<file path="src/rtl/pos_abs_scheduler_pkg.sv">
// rtl/pos_abs_scheduler_pkg.sv - shared FSM encoding and width default for the position abs scheduler
//
// Purpose: single home for the scheduler state encoding and the default
// operand width used across the Position subsystem.
// Contents: W_DEF (default operand width), state_t (IDLE/CONV/OUT).
package pos_abs_scheduler_pkg;

    localparam int W_DEF = 16;

    typedef enum logic [1:0] {
        ST_IDLE = 2'd0,
        ST_CONV = 2'd1,
        ST_OUT  = 2'd2
    } state_t;

endpackage

</file>
<file path="src/rtl/pos_abs_scheduler_if.sv">
// rtl/pos_abs_scheduler_if.sv - request/result bundle between position requesters and the abs scheduler
//
// Purpose: groups the per-requester valid/ready/data request side and the
// backpressured result side into one interface.
// Modports:
//   master - requesters + result consumer: drive req_valid, req_data, res_ready
//   slave  - scheduler: drives req_ready and all res_* fields
interface pos_abs_scheduler_if
    import pos_abs_scheduler_pkg::*;
#(
    parameter int NREQ = 4,
    parameter int W    = W_DEF,
    parameter int IDW  = 2
);

    logic [NREQ-1:0]   req_valid;
    logic [NREQ*W-1:0] req_data;
    logic [NREQ-1:0]   req_ready;
    logic              res_valid;
    logic              res_ready;
    logic [W-1:0]      res_data;
    logic              res_sign;
    logic              res_sat;
    logic [IDW-1:0]    res_id;

    modport master (
        output req_valid, req_data, res_ready,
        input  req_ready, res_valid, res_data, res_sign, res_sat, res_id
    );

    modport slave (
        input  req_valid, req_data, res_ready,
        output req_ready, res_valid, res_data, res_sign, res_sat, res_id
    );

endinterface

</file>
<file path="src/rtl/pos_rr_arbiter.sv">
// rtl/pos_rr_arbiter.sv - NREQ-way round-robin picker
//
// Purpose: picks the first valid requester at or after ptr, wrapping to 0.
// Ports:
//   valid  in  NREQ  request valid bits
//   ptr    in  IDW   highest-priority index this round
//   en     in  1     when low, no grant is produced
//   grant  out NREQ  one-hot grant (all-zero if none)
//   idx    out IDW   binary index of the grant (0 if none)
module pos_rr_arbiter #(
    parameter int NREQ = 4,
    parameter int IDW  = 2
) (
    input  logic [NREQ-1:0] valid,
    input  logic [IDW-1:0]  ptr,
    input  logic            en,
    output logic [NREQ-1:0] grant,
    output logic [IDW-1:0]  idx
);

    logic [IDW:0] sum;
    logic [IDW:0] cand;
    logic         found;

    // ptr < NREQ and k < NREQ, so a single conditional subtract is the modulo.
    always_comb begin
        grant = '0;
        idx   = '0;
        found = 1'b0;
        sum   = '0;
        cand  = '0;
        for (int k = 0; k < NREQ; k++) begin
            sum  = {1'b0, ptr} + (IDW+1)'(k);
            cand = (sum >= (IDW+1)'(NREQ)) ? sum - (IDW+1)'(NREQ) : sum;
            if (en && !found && valid[cand[IDW-1:0]]) begin
                found                   = 1'b1;
                grant[cand[IDW-1:0]]    = 1'b1;
                idx                     = cand[IDW-1:0];
            end
        end
    end

endmodule

</file>
<file path="src/rtl/pos_abs_scheduler.sv">
// rtl/pos_abs_scheduler.sv - shared signed-to-magnitude unit with round-robin request arbitration
//
// Purpose: accepts one two's-complement operand at a time from NREQ
// requesters, converts it to magnitude + sign (+ saturation for the most
// negative value) in a registered stage and presents it on a backpressured
// result port tagged with the requester id.
// Ports:
//   clk  in  rising-edge clock
//   rst  in  synchronous active-high reset
//   bus  slave modport of pos_abs_scheduler_if (req_* in/ready out, res_* out/ready in)
module pos_abs_scheduler
    import pos_abs_scheduler_pkg::*;
#(
    parameter int NREQ = 4,
    parameter int W    = W_DEF,
    parameter int IDW  = 2
) (
    input  logic               clk,
    input  logic               rst,
    pos_abs_scheduler_if.slave bus
);

    localparam logic [W-1:0] MIN_NEG = {1'b1, {(W-1){1'b0}}};
    localparam logic [W-1:0] MAX_POS = {1'b0, {(W-1){1'b1}}};

    state_t          state;
    state_t          state_nxt;
    logic [IDW-1:0]  rr_ptr;
    logic [IDW-1:0]  id_reg;
    logic [W-1:0]    op_reg;
    logic [NREQ-1:0] grant;
    logic [IDW-1:0]  grant_idx;
    logic            arb_en;
    logic            accept;
    logic [W-1:0]    grant_data;

    logic            res_valid;
    logic [W-1:0]    res_data;
    logic            res_sign;
    logic            res_sat;
    logic [IDW-1:0]  res_id;

    // Grants are only offered in IDLE and never while reset is held.
    assign arb_en = (state == ST_IDLE) && !rst;

    pos_rr_arbiter #(
        .NREQ (NREQ),
        .IDW  (IDW)
    ) u_arb (
        .valid (bus.req_valid),
        .ptr   (rr_ptr),
        .en    (arb_en),
        .grant (grant),
        .idx   (grant_idx)
    );

    // The arbiter only grants a valid requester, so any grant is an accept.
    assign accept        = |grant;
    assign bus.req_ready = grant;
    assign grant_data    = bus.req_data[grant_idx*W +: W];

    always_comb begin
        state_nxt = state;
        case (state)
            ST_IDLE: if (accept) state_nxt = ST_CONV;
            ST_CONV: state_nxt = ST_OUT;
            ST_OUT:  if (bus.res_ready) state_nxt = ST_IDLE;
            default: state_nxt = ST_IDLE;
        endcase
    end

    always_ff @(posedge clk) begin
        if (rst) begin
            state     <= ST_IDLE;
            rr_ptr    <= '0;
            op_reg    <= '0;
            id_reg    <= '0;
            res_valid <= 1'b0;
            res_data  <= '0;
            res_sign  <= 1'b0;
            res_sat   <= 1'b0;
            res_id    <= '0;
        end else begin
            state     <= state_nxt;
            res_valid <= (state_nxt == ST_OUT);
            if (accept) begin
                op_reg <= grant_data;
                id_reg <= grant_idx;
                rr_ptr <= (grant_idx == IDW'(NREQ-1)) ? '0 : grant_idx + IDW'(1);
            end
            if (state == ST_CONV) begin
                res_sign <= op_reg[W-1];
                res_id   <= id_reg;
                // The most negative value has no positive counterpart; clamp it.
                if (op_reg == MIN_NEG) begin
                    res_data <= MAX_POS;
                    res_sat  <= 1'b1;
                end else if (op_reg[W-1]) begin
                    res_data <= ~op_reg + W'(1);
                    res_sat  <= 1'b0;
                end else begin
                    res_data <= op_reg;
                    res_sat  <= 1'b0;
                end
            end
        end
    end

    assign bus.res_valid = res_valid;
    assign bus.res_data  = res_data;
    assign bus.res_sign  = res_sign;
    assign bus.res_sat   = res_sat;
    assign bus.res_id    = res_id;

endmodule
</file>
<file path="src/flat_wrapper.sv">
// flat-port wrapper written by rule: the top's interface ports become plain ports
module pos_abs_scheduler_flat import pos_abs_scheduler_pkg::*;
#(
    parameter int NREQ = 4,
    parameter int W    = W_DEF,
    parameter int IDW  = 2
)
  (clk, rst, bus_req_valid, bus_req_data, bus_res_ready, bus_req_ready, bus_res_valid, bus_res_data, bus_res_sign, bus_res_sat, bus_res_id);
  pos_abs_scheduler_if #(.NREQ(NREQ), .W(W), .IDW(IDW)) bus_i ();
  input  logic clk;
  input  logic rst;
  input wire logic [$bits(bus_i.req_valid)-1:0] bus_req_valid;
  input wire logic [$bits(bus_i.req_data)-1:0] bus_req_data;
  input wire logic [$bits(bus_i.res_ready)-1:0] bus_res_ready;
  output wire logic [$bits(bus_i.req_ready)-1:0] bus_req_ready;
  output wire logic [$bits(bus_i.res_valid)-1:0] bus_res_valid;
  output wire logic [$bits(bus_i.res_data)-1:0] bus_res_data;
  output wire logic [$bits(bus_i.res_sign)-1:0] bus_res_sign;
  output wire logic [$bits(bus_i.res_sat)-1:0] bus_res_sat;
  output wire logic [$bits(bus_i.res_id)-1:0] bus_res_id;
  assign bus_i.req_valid = bus_req_valid;
  assign bus_i.req_data = bus_req_data;
  assign bus_i.res_ready = bus_res_ready;
  assign bus_req_ready = bus_i.req_ready;
  assign bus_res_valid = bus_i.res_valid;
  assign bus_res_data = bus_i.res_data;
  assign bus_res_sign = bus_i.res_sign;
  assign bus_res_sat = bus_i.res_sat;
  assign bus_res_id = bus_i.res_id;
  pos_abs_scheduler #(.NREQ(NREQ), .W(W), .IDW(IDW)) u_core (.clk(clk), .rst(rst), .bus(bus_i));
endmodule
</file>
<file path="config.mk">
export PLATFORM = sky130hd
export DESIGN_NAME = pos_abs_scheduler_flat
export DESIGN_NICKNAME = d
export VERILOG_FILES = /design/src/rtl/pos_abs_scheduler_pkg.sv /design/src/rtl/pos_abs_scheduler_if.sv /design/src/rtl/pos_rr_arbiter.sv /design/src/rtl/pos_abs_scheduler.sv /design/src/flat_wrapper.sv
export SDC_FILE = /design/constraint.sdc
export NUM_CORES = 1
export LEC_CHECK = 0
export BUFFER_PORTS_ARGS = -buffer_cell sky130_fd_sc_hd__buf_2
export CAP_MARGIN = 20
export CORE_ASPECT_RATIO = 1.4
export CORE_UTILIZATION = 57
export DETAILED_ROUTE_END_ITERATION = 16
export GPL_ROUTABILITY_DRIVEN = 1
export GPL_TIMING_DRIVEN = 0
export HOLD_SLACK_MARGIN = 0.02
export PLACE_DENSITY = 0.88
export SLEW_MARGIN = 25
export SYNTH_ARGS = -nofsm -noshare
export SYNTH_HDL_FRONTEND = slang
export SYNTH_SLANG_ARGS = --single-unit
</file>
<file path="constraint.sdc">
create_clock -name clk -period 9.75 [get_ports clk]
set_input_delay 0.4875 -clock clk [delete_from_list [all_inputs] [get_ports clk]]
set_output_delay 0.4875 -clock clk [all_outputs]
set_load 0.005 [all_outputs]
</file>
==> metrics.txt, run 1 <==
status completed; Post-synth EDFFs 0; cell area after synthesis 0.00332 mm^2; core area 0.00557 mm^2; DIE HEIGHT 92.2 um; post-cts hold buffer count 0; Antenna Diode Count 0; initial antenna violation count 0; Clock Sinks 43; YS warnings 0; asr flop ratio synth 0%; Final nets 573; Iteration-0 DRC Markers 177; pwr dens 270 mW/mm^2; critical-path cell list buf_6, clkbuf_1, buf_1, inv_1, ha_1, mux4_2, nor4b_4, a32oi_1, o21ai_0, buf_2, buf_1, buf_2; top-level I/O count 96; Slew HR 57.3%; first-pass iteration count of the detailed router 6; total number of vias 3490; largest net degree at the start of global routing 13; first-pass GRT wire length 14900 um; Final Routed Wirelength 8930 um; CTS tree built; CTS resizes 0; input/output buffers 95; register area share after synthesis 26.0%; Slew @ Worst Pin 634 ps; fillers 443; Die Wd 66.5 um; gr usage total 31.0%; root buffer cell clkbuf_8; crit-path max cell delay 560 ps; fmax 199 MHz; full die area 0.00613 mm^2; Synth top area share 26.0%; wire length per cell 15.9 um; syn nets 471; area delta synth->final 19.4%; total negative slack 0 ps; type of the tightest min-delay check reg2reg; Setup crit end kind output port; Post-Syn Instances 390; worst path arrival time 4550 ps; synth top area cells dfxtp_1, nor3b_1, mux2_2; Max stage delay cell, worst path dfxtp_1; # Post-CTS Setup Buffers 0; most common cell in the synthesized netlist dfxtp_1; total number of H-tree levels 2; initial core utilization 59.6%; CTS max path bufs 2; Via density 6.22; final setup fails 0; CP max FO 10; static leakage 0.00159 uW; distinct cell type count after synthesis 49; post-route ant nets 0; share of cells above drive strength 1 30.0%; RSZ-0062 raised after global routing no; number of global-route vias before repair 3370; Remaining DRCs 0; CP Class reg2out; crit start category flop; GP Congestion 0.910; Commonest cells post-synth dfxtp_1, nor3b_1, a21oi_1, nor2_1; dpl cell area 0.00388 mm^2; Layout Utilization 71.1%; total grt overflow 0; Post-DP HPWL 6970 um; Period minus WS final 5040 ps; Layout Skew 5.74 ps; leading area contributor after synthesis dfxtp_1; Setup WS pre-CTS 5080 ps; critical path required time 9260 ps; syn avg cell area 8.50 um^2; Num CTS Buffers 5; post-synthesis register bit count 43; period utilization 51.7%; max-slew violations 0; setup ws final 4710 ps; Rows 32; R2R setup slack 5200 ps; Clock transition at path regs 80 ps; max cap viols 0; ys flop type dfxtp_1; Worst-Skew Late Latency 300 ps; final hold vios 0; Worst VDD drop 0.000146 V; post-route cell area 0.00396 mm^2
-- worst max-delay path, delay by kind of cell, from the launching register on --
kind | cells | cell delay (ps)
flip-flops | 1 | 560
buffers and inverters | 7 | 2190
multiplexers | 1 | 450
AO/OA/AOI/OAI | 2 | 240
AND/OR/NAND/NOR | 1 | 380
adder cells (fa/ha/maj) | 1 | 430
-- final cells by class --
type	instances	area, um^2	area share (%)
plain buffers	36	166	4.20
flip-flops and latches	43	861	21.8
well taps	68	85.1	2.15
clock inverters	1	5.00	0.126
multi-input cells	303	2260	57.1
clock buffers	7	76.3	1.93
inverters	8	30.0	0.759
repair buffers	95	475	12.0
-- per-stage QoR --
| stage | std cells | hold slack [ps] | total power [uW] |
|---|---|---|---|
| after floorplan | 390 | 427 | 787 |
| after global placement | 553 | 439 | 932 |
| after detailed placement | 553 | 452 | 951 |
| after CTS | 561 | 466 | 1060 |
| after global routing | 561 | 471 | 1150 |
| final | 561 | 459 | 1070 |
-- metal layers --
layer / vias to the layer above / wire [um] / GRT usage, %
met3: 33 / 399 / 2.86
met4: 0 / 310 / 14.9
met5: - / 0 / 0
met1: 1616 / 3530 / 34.8
li1: 1687 / - / -
met2: 154 / 4690 / 56.5
-- final timing paths --
path                                         from                              endpoint  cells past startpoint
max reg2reg         u_core.rr_ptr[0]$_SDFFE_PP0P_        u_core.op_reg[10]$_SDFFE_PP0P_                     13
max                 u_core.rr_ptr[0]$_SDFFE_PP0P_                      bus_req_ready[0]                     12
min reg2reg  u_core.bus.res_data[14]$_SDFFE_PP0N_  u_core.bus.res_data[14]$_SDFFE_PP0N_                      2
min          u_core.bus.res_data[14]$_SDFFE_PP0N_  u_core.bus.res_data[14]$_SDFFE_PP0N_                      2
-- kinds of logic after synthesis --
logic type,synth area share [%]
and+or+nand+nor,21.8
DFF,26.0
xor gates and xnor gates,3.17
adders and majority gates,3.77
buffers and inverters,5.92
muxes,14.9
AOI/OAI and AO/OA,24.4
-- report_power, final --
| part | internal [uW] | switching (uW) | leakage, uW |
|---|---|---|---|
| logic | 293 | 382 | 0.00119 |
| clock network | 50.3 | 58.0 | 0.0000422 |
| registers | 236 | 49.4 | 0.000354 |
-- cells in the final DEF, fill, tap and decap left out, types with 3 or more instances in the layout --
| cell type | count |
|---|---|
| a21oi_1 | 25 |
| a31oi_1 | 7 |
| a31oi_2 | 9 |
| a32oi_1 | 4 |
| buf_1 | 4 |
| buf_2 | 102 |
| buf_6 | 3 |
| clkbuf_1 | 24 |
| clkbuf_8 | 5 |
| dfxtp_1 | 43 |
| ha_1 | 10 |
| inv_1 | 8 |
| mux2_2 | 19 |
| mux2i_1 | 19 |
| mux4_2 | 4 |
| nand2_1 | 18 |
| nor2_1 | 24 |
| nor2b_1 | 6 |
| nor3_1 | 5 |
| nor3b_1 | 32 |
| nor4_1 | 3 |
| o21ai_0 | 22 |
| o22ai_1 | 16 |
| o31ai_1 | 5 |
| o41ai_1 | 16 |
| or3_1 | 20 |
| xor2_1 | 10 |
Power figures use the tool's default switching activity.
==> run 2, diff against run 1 <==
- ABC_AREA: unset -> 1
- CORE_UTILIZATION: 57 -> 48
- PLACE_DENSITY: 0.88 -> 0.79
- clock period: 9.75 -> 4.1 ns (I/O delays scaled with it)
==> metrics.txt, run 2 <==
Slew HR 67.7% (was 57.3%); first-pass GRT wire length 13300 um (was 14900 um); Antenna Diode Count 0 (unchanged); GP Congestion 0.876 (was 0.910); Setup WS pre-CTS 1240 ps (was 5080 ps); Worst-Skew Late Latency 300 ps (about the same); worst path arrival time 3070 ps (was 4550 ps); Setup crit start u_core.rr_ptr[1]$_SDFFE_PP0P_ (was u_core.rr_ptr[0]$_SDFFE_PP0P_); total negative slack 0 ps (unchanged); share of cells above drive strength 1 28.1% (was 30.0%); Seq pwr share 23.9% (was 26.7%); NetSw 1280 uW (was 490 uW); Setup crit end kind flop (was output port); top-level I/O count 96 (unchanged); largest net degree at the start of global routing 14 (was 13); CTS max path bufs 2 (unchanged); Period minus WS final 2880 ps; Post-DP HPWL 6330 um (was 6970 um); Slew @ Worst Pin 485 ps (was 634 ps); CTS tree built (unchanged); dpl cells 703 (was 553); max-slew violations 0 (unchanged); CP Class reg2reg (was reg2out); Non-Filler Instances 711 (was 561); syn nets 598 (was 471); leading area contributor after synthesis dfxtp_1 (unchanged); type of the tightest min-delay check in2reg (was reg2reg); Rows 35 (was 32); hold path startpoint bus_res_ready (was u_core.bus.res_data[14]$_SDFFE_PP0N_); Layout Utilization 60.7% (was 71.1%); static leakage 0.00228 uW (was 0.00159 uW); most common cell in the synthesized netlist nand2_1 (was dfxtp_1); fmax 348 MHz; commonest non-fill, non-tap cells in the layout nand2_1, buf_2, inv_1 (was buf_2, dfxtp_1, nor3b_1); register area share after synthesis 25.8% (was 26.0%); Iteration-0 DRC Markers 143 (was 177); Clock Power Share 12.4% (was 10.1%); Synth top area share 25.8% (was 26.0%); area delta synth->final 21.1% (was 19.4%); cell area after synthesis 0.00334 mm^2 (was 0.00332 mm^2); multi-input combinational cell area 0.00203 mm^2 (was 0.00226 mm^2); fillers 677 (was 443); post-cts hold buffer count 0 (unchanged); asr flop ratio synth 0% (unchanged); root buffer cell clkbuf_8 (unchanged); Layout Skew 6.59 ps (was 5.74 ps); final setup fails 0 (unchanged); Post-synth EDFFs 0 (unchanged); total grt overflow 0 (unchanged); critical path required time 4300 ps (was 9260 ps); Logic pwr share 63.7% (was 63.2%); Internal 1430 uW (was 579 uW); syn avg cell area 6.45 um^2 (was 8.50 um^2); Clock transition at path regs 80 ps (about the same); Via density 4.81 (was 6.22); initial antenna violation count 0 (unchanged); # Post-CTS Setup Buffers 0 (unchanged); most common cell after layout, fill and taps aside nand2_1 (was buf_2); Max stage delay cell, worst path dfxtp_1 (unchanged); setup ws final 1220 ps (was 4710 ps); final hold vios 0 (unchanged); Num CTS Buffers 5 (unchanged); synth top area cells dfxtp_1, nand2_1, inv_1 (was dfxtp_1, nor3b_1, mux2_2); gr usage total 22.4% (was 31.0%); period utilization 70.2%; Clock Sinks 43 (unchanged); number of global-route vias before repair 3148 (was 3370); core area 0.00666 mm^2 (was 0.00557 mm^2); post-route cell area 0.00404 mm^2 (was 0.00396 mm^2); YS warnings 0 (unchanged); FF-to-FF Start u_core.rr_ptr[1]$_SDFFE_PP0P_ (was u_core.rr_ptr[0]$_SDFFE_PP0P_); DIE HEIGHT 101 um (was 92.2 um); post-route ant nets 0 (unchanged); Die Wd 72.5 um (was 66.5 um); ys flop type dfxtp_1 (unchanged); crit start category flop (unchanged); Post-Syn Instances 517 (was 390); Final Routed Wirelength 7820 um (was 8930 um); total number of H-tree levels 2 (unchanged); post-synthesis register bit count 43 (unchanged); distinct cell type count after synthesis 40 (was 49); initial core utilization 50.1% (was 59.6%); dpl cell area 0.00392 mm^2 (was 0.00388 mm^2); RSZ-0062 raised after global routing no (unchanged); critical-path cell list inv_1, ha_1, inv_1, nand3_2, nand2_4, inv_4, nor2_8, o21ai_1, a21oi_4, buf_4, ha_1, nor2_2, nor2_2 (was buf_6, clkbuf_1, buf_1, inv_1, ha_1, mux4_2, nor4b_4, a32oi_1, o21ai_0, buf_2, buf_1, buf_2); first-pass iteration count of the detailed router 5 (was 6); wire length per cell 11.0 um (was 15.9 um); total number of vias 3419 (was 3490); sw frac 47.3% (was 45.8%); Commonest cells post-synth nand2_1, inv_1, nand3_1, dfxtp_1, nor2_1 (was dfxtp_1, nor3b_1, a21oi_1, nor2_1); max cap viols 0 (unchanged); CP max FO 10 (unchanged); Reg area 861 um^2 (unchanged); Final nets 699 (was 573); full die area 0.00729 mm^2 (was 0.00613 mm^2); Remaining DRCs 0 (unchanged); pwr dens 671 mW/mm^2 (was 270 mW/mm^2); crit-path max cell delay 520 ps (was 560 ps); CTS resizes 0 (unchanged); status completed (unchanged); Worst VDD drop 0.000282 V (was 0.000146 V); input/output buffers 94 (was 95)
[run 2: cell types whose count changed after synthesis, sizes merged, moves of 14 or more]
cell	delta
or3	-21
mux2i	-19
nand3	+49
nand2	+172
o22ai	-16
o41ai	-16
nor2	+32
inv	+67
mux2	-19
clkbuf	-15
nor3b	-31
a31oi	-14
[run 2: critical path, delay by kind of cell (launching register included)]
family | cells | cell delay [ps]
buffers and inverters | 4 | 670
adder cells (fa/ha/maj) | 2 | 610
AND/OR/NAND/NOR | 5 | 560
flip-flops | 1 | 520
AO/OA/AOI/OAI | 2 | 410
[run 2: kinds of logic after synthesis]
kind of cell / share of synthesized area (%)
adders and majority gates: 3.75
xor gates and xnor gates: 2.63
AOI/OAI and AO/OA: 8.14
DFF: 25.8
and+or+nand+nor: 46.4
buffers and inverters: 13.2
[run 2: power groups by stage]
stage               Clock, uW  Combinational (uW)  Sequential [uW]
floorplan                   0                1340              649
detailed placement          0                1710              657
global placement            0                1680              651
finish                    337                1730              647
global route              360                1950              661
CTS                       341                1730              647
[run 2: per-layer routing]
metal,wire length [um],up-vias,GRT usage (%)
li1,-,1806,-
met1,3400,1518,25.7
met2,4070,87,41.3
met3,269,8,3.00
met4,84,0,8.30
met5,0,-,0
[run 2: area by class of cell]
type	count	area share [%]
sequential	43	21.3
clock inverter	2	0.867
clock buffer	6	2.04
buffer	20	3.56
tap	92	2.85
timing repair buffer	94	11.6
inverter	76	7.37
multi-input combinational	378	50.3
[run 2: final timing paths]
check / to / slack [ps] / cells past startpoint
worst max-delay path: u_core.rr_ptr[1]$_SDFFE_PP0P_ / 1220 / 13
worst min-delay path: u_core.state[1]$_SDFF_PP0_ / 190 / 3
worst max register to register: u_core.rr_ptr[1]$_SDFFE_PP0P_ / 1220 / 13
worst min register to register: u_core.bus.res_data[15]$_SDFFE_PP0N_ / 480 / 2
[run 2: stage by stage]
step | power, uW | hold slack, ps
finish | 2710 | 191
global route | 2970 | 205
CTS | 2720 | 191
detailed placement | 2370 | 466
global placement | 2330 | 461
floorplan | 1990 | 412
==> run 3, diff against run 2 <==
- clock period: 4.1 -> 2.55 ns (I/O delays scaled with it)
==> metrics.txt, run 3 (synthesized netlist as in run 2, its figures left out) <==
status completed (unchanged); RSZ-0062 raised after global routing no (unchanged); first-pass GRT wire length 13400 um (was 13300 um); Final Routed Wirelength 8100 um (was 7820 um); Via density 4.84 (was 4.81); share of cells above drive strength 1 29.9% (was 28.1%); crit start category flop (unchanged); cell count of the worst reg-to-reg path 17 (was 13); Layout Skew 7.45 ps (was 6.59 ps); Worst VDD drop 0.000465 V (was 0.000282 V); fmax 421 MHz (was 348 MHz); Clock Sinks 43 (unchanged); Logic pwr share 64.2% (was 63.7%); commonest non-fill, non-tap cells in the layout nand2_1, buf_2, inv_1 (unchanged); final hold vios 0 (unchanged); root buffer cell clkbuf_8 (unchanged); hold path startpoint bus_res_ready (unchanged); Clock transition at path regs 80 ps (about the same); FF-to-FF Start u_core.rr_ptr[0]$_SDFFE_PP0P_ (was u_core.rr_ptr[1]$_SDFFE_PP0P_); max cap viols 0 (unchanged); critical path required time 2750 ps (was 4300 ps); Num CTS Buffers 5 (unchanged); gr usage total 22.6% (was 22.4%); wire length per cell 11.3 um (was 11.0 um); Final nets 703 (was 699); DIE HEIGHT 101 um (unchanged); Die Wd 72.5 um (unchanged); Setup crit end kind flop (unchanged); Slew HR 68.1% (was 67.7%); initial core utilization 50.1% (unchanged); NetSw 2120 uW (was 1280 uW); Max Used Layer met4 (unchanged); R2R setup slack 170 ps (was 1220 ps); Iteration-0 DRC Markers 144 (was 143); static leakage 0.00230 uW (was 0.00228 uW); total negative slack 0 ps (unchanged); core area 0.00666 mm^2 (unchanged); CTS tree built (unchanged); Rows 35 (unchanged); number of global-route vias before repair 3159 (was 3148); CTS max path bufs 2 (unchanged); Worst Hold End u_core.state[1]$_SDFF_PP0_ (unchanged); Period minus WS final 2380 ps (was 2880 ps); Seq pwr share 23.7% (was 23.9%); Layout Utilization 62.0% (was 60.7%); sw frac 47.3% (about the same); CP max FO 12 (was 10); Worst-Skew Late Latency 300 ps (about the same); CP Class reg2reg (unchanged); total number of H-tree levels 2 (unchanged); GP Congestion 0.876 (unchanged); Clock Power Share 12.1% (was 12.4%); Remaining DRCs 0 (unchanged); total number of vias 3459 (was 3419); Slew @ Worst Pin 479 ps (was 485 ps); met3 wire length 353 um (was 269 um); full die area 0.00729 mm^2 (unchanged); Hold Path Stages 3 (unchanged); top-level I/O count 96 (unchanged); fillers 657 (was 677); total grt overflow 0 (unchanged); period utilization 93.1% (was 70.2%); reg2reg end u_core.op_reg[13]$_SDFFE_PP0P_ (was u_core.rr_ptr[1]$_SDFFE_PP0P_); largest net degree at the start of global routing 14 (unchanged); post-route ant nets 0 (unchanged); final setup fails 0 (unchanged); Internal 2360 uW (was 1430 uW); type of the tightest min-delay check in2reg (unchanged); WL met1 3350 um (was 3400 um); Post-DP HPWL 6330 um (unchanged); most common cell after layout, fill and taps aside nand2_1 (unchanged); max-slew violations 0 (unchanged); pwr dens 1090 mW/mm^2 (was 671 mW/mm^2); initial antenna violation count 0 (unchanged); worst path arrival time 2570 ps (was 3070 ps); WL met2 4290 um (was 4070 um); Antenna Diode Count 0 (unchanged); first-pass iteration count of the detailed router 4 (was 5); worst hold slack 113 ps (was 191 ps); input/output buffers 94 (unchanged); area delta synth->final 23.6% (was 21.1%)
[run 3: cell types whose count changed in the layout (fill, tap and decap cells not counted), moves of 2 or more]
cell / previous run / this run
inv_1: 69 / 67
buf_4: 5 / 11
dfxtp_1: 43 / 41
dfxtp_4: 0 / 2
nand3_1: 46 / 44
nand3_4: 1 / 3
[run 3: timing repair]
action	4_1_cts	5_1_grt
setup endpoints to repair	24	21
setup buffers	3	2
gates resized for setup	7	7
cloned	0	0
hold buffers	0	0
pin swaps	3	1
[run 3: layout make-up]
class	count	area [um^2]	area share [%]
multi-input combinational	378	2080	50.4
sequential	43	868	21.1
timing repair buffer	99	508	12.3
inverter	76	302	7.31
buffer	19	135	3.28
tap	92	115	2.79
clock buffer	6	82.6	2.00
clock inverter	2	35.0	0.850
[run 3: critical path, cell delays in order (launching register included)]
cell     delay (ps)
dfxtp_4         460
inv_6            90
ha_4            270
inv_2            70
nand3_2         120
nand2_4         110
inv_4            60
nor2_8          160
nand2_4          80
inv_2           100
nand2_1          70
nand2_2         130
nor2_8           80
nand2_8         110
inv_6            50
buf_12          140
nor2_2          120
nor2_2           40
[run 3: metal layers]
layer	GRT usage (%)	vias to the layer above
li1	-	1818
met1	25.8	1524
met2	41.9	107
met3	3.00	10
met4	8.14	0
met5	0	-
[run 3: power by group through the flow]
stage          sequential, uW  combinational, uW  clock, uW
3_3_place_gp             1050               2700          0
5_1_grt                  1090               3230        581
2_1_floorplan            1040               2160          0
6_report                 1060               2880        543
3_5_place_dp             1060               2760          0
4_1_cts                  1040               2830        548
[run 3: how the worst max path moves through the flow]
stage | startpoint | endpoint
after floorplan | u_core.rr_ptr[1]$_SDFFE_PP0P_ | u_core.rr_ptr[1]$_SDFFE_PP0P_
after global placement | u_core.rr_ptr[1]$_SDFFE_PP0P_ | u_core.rr_ptr[1]$_SDFFE_PP0P_
after detailed placement | u_core.rr_ptr[1]$_SDFFE_PP0P_ | u_core.rr_ptr[1]$_SDFFE_PP0P_
after CTS | u_core.rr_ptr[0]$_SDFFE_PP0P_ | u_core.op_reg[13]$_SDFFE_PP0P_
after global routing | u_core.rr_ptr[0]$_SDFFE_PP0P_ | u_core.op_reg[1]$_SDFFE_PP0P_
final | u_core.rr_ptr[0]$_SDFFE_PP0P_ | u_core.op_reg[13]$_SDFFE_PP0P_
[run 3: through the flow]
| stage | instance area (um^2) | cells | total power, uW | worst slack [ps] |
|---|---|---|---|---|
| 6_report | 4120 | 715 | 4480 | 175 |
| 5_1_grt | 4120 | 715 | 4900 | 8.13 |
| 4_1_cts | 4080 | 714 | 4420 | 24.2 |
| 3_5_place_dp | 3920 | 703 | 3810 | -313 |
| 3_3_place_gp | 3920 | 703 | 3750 | -244 |
| 2_1_floorplan | 3340 | 517 | 3200 | 68.4 |
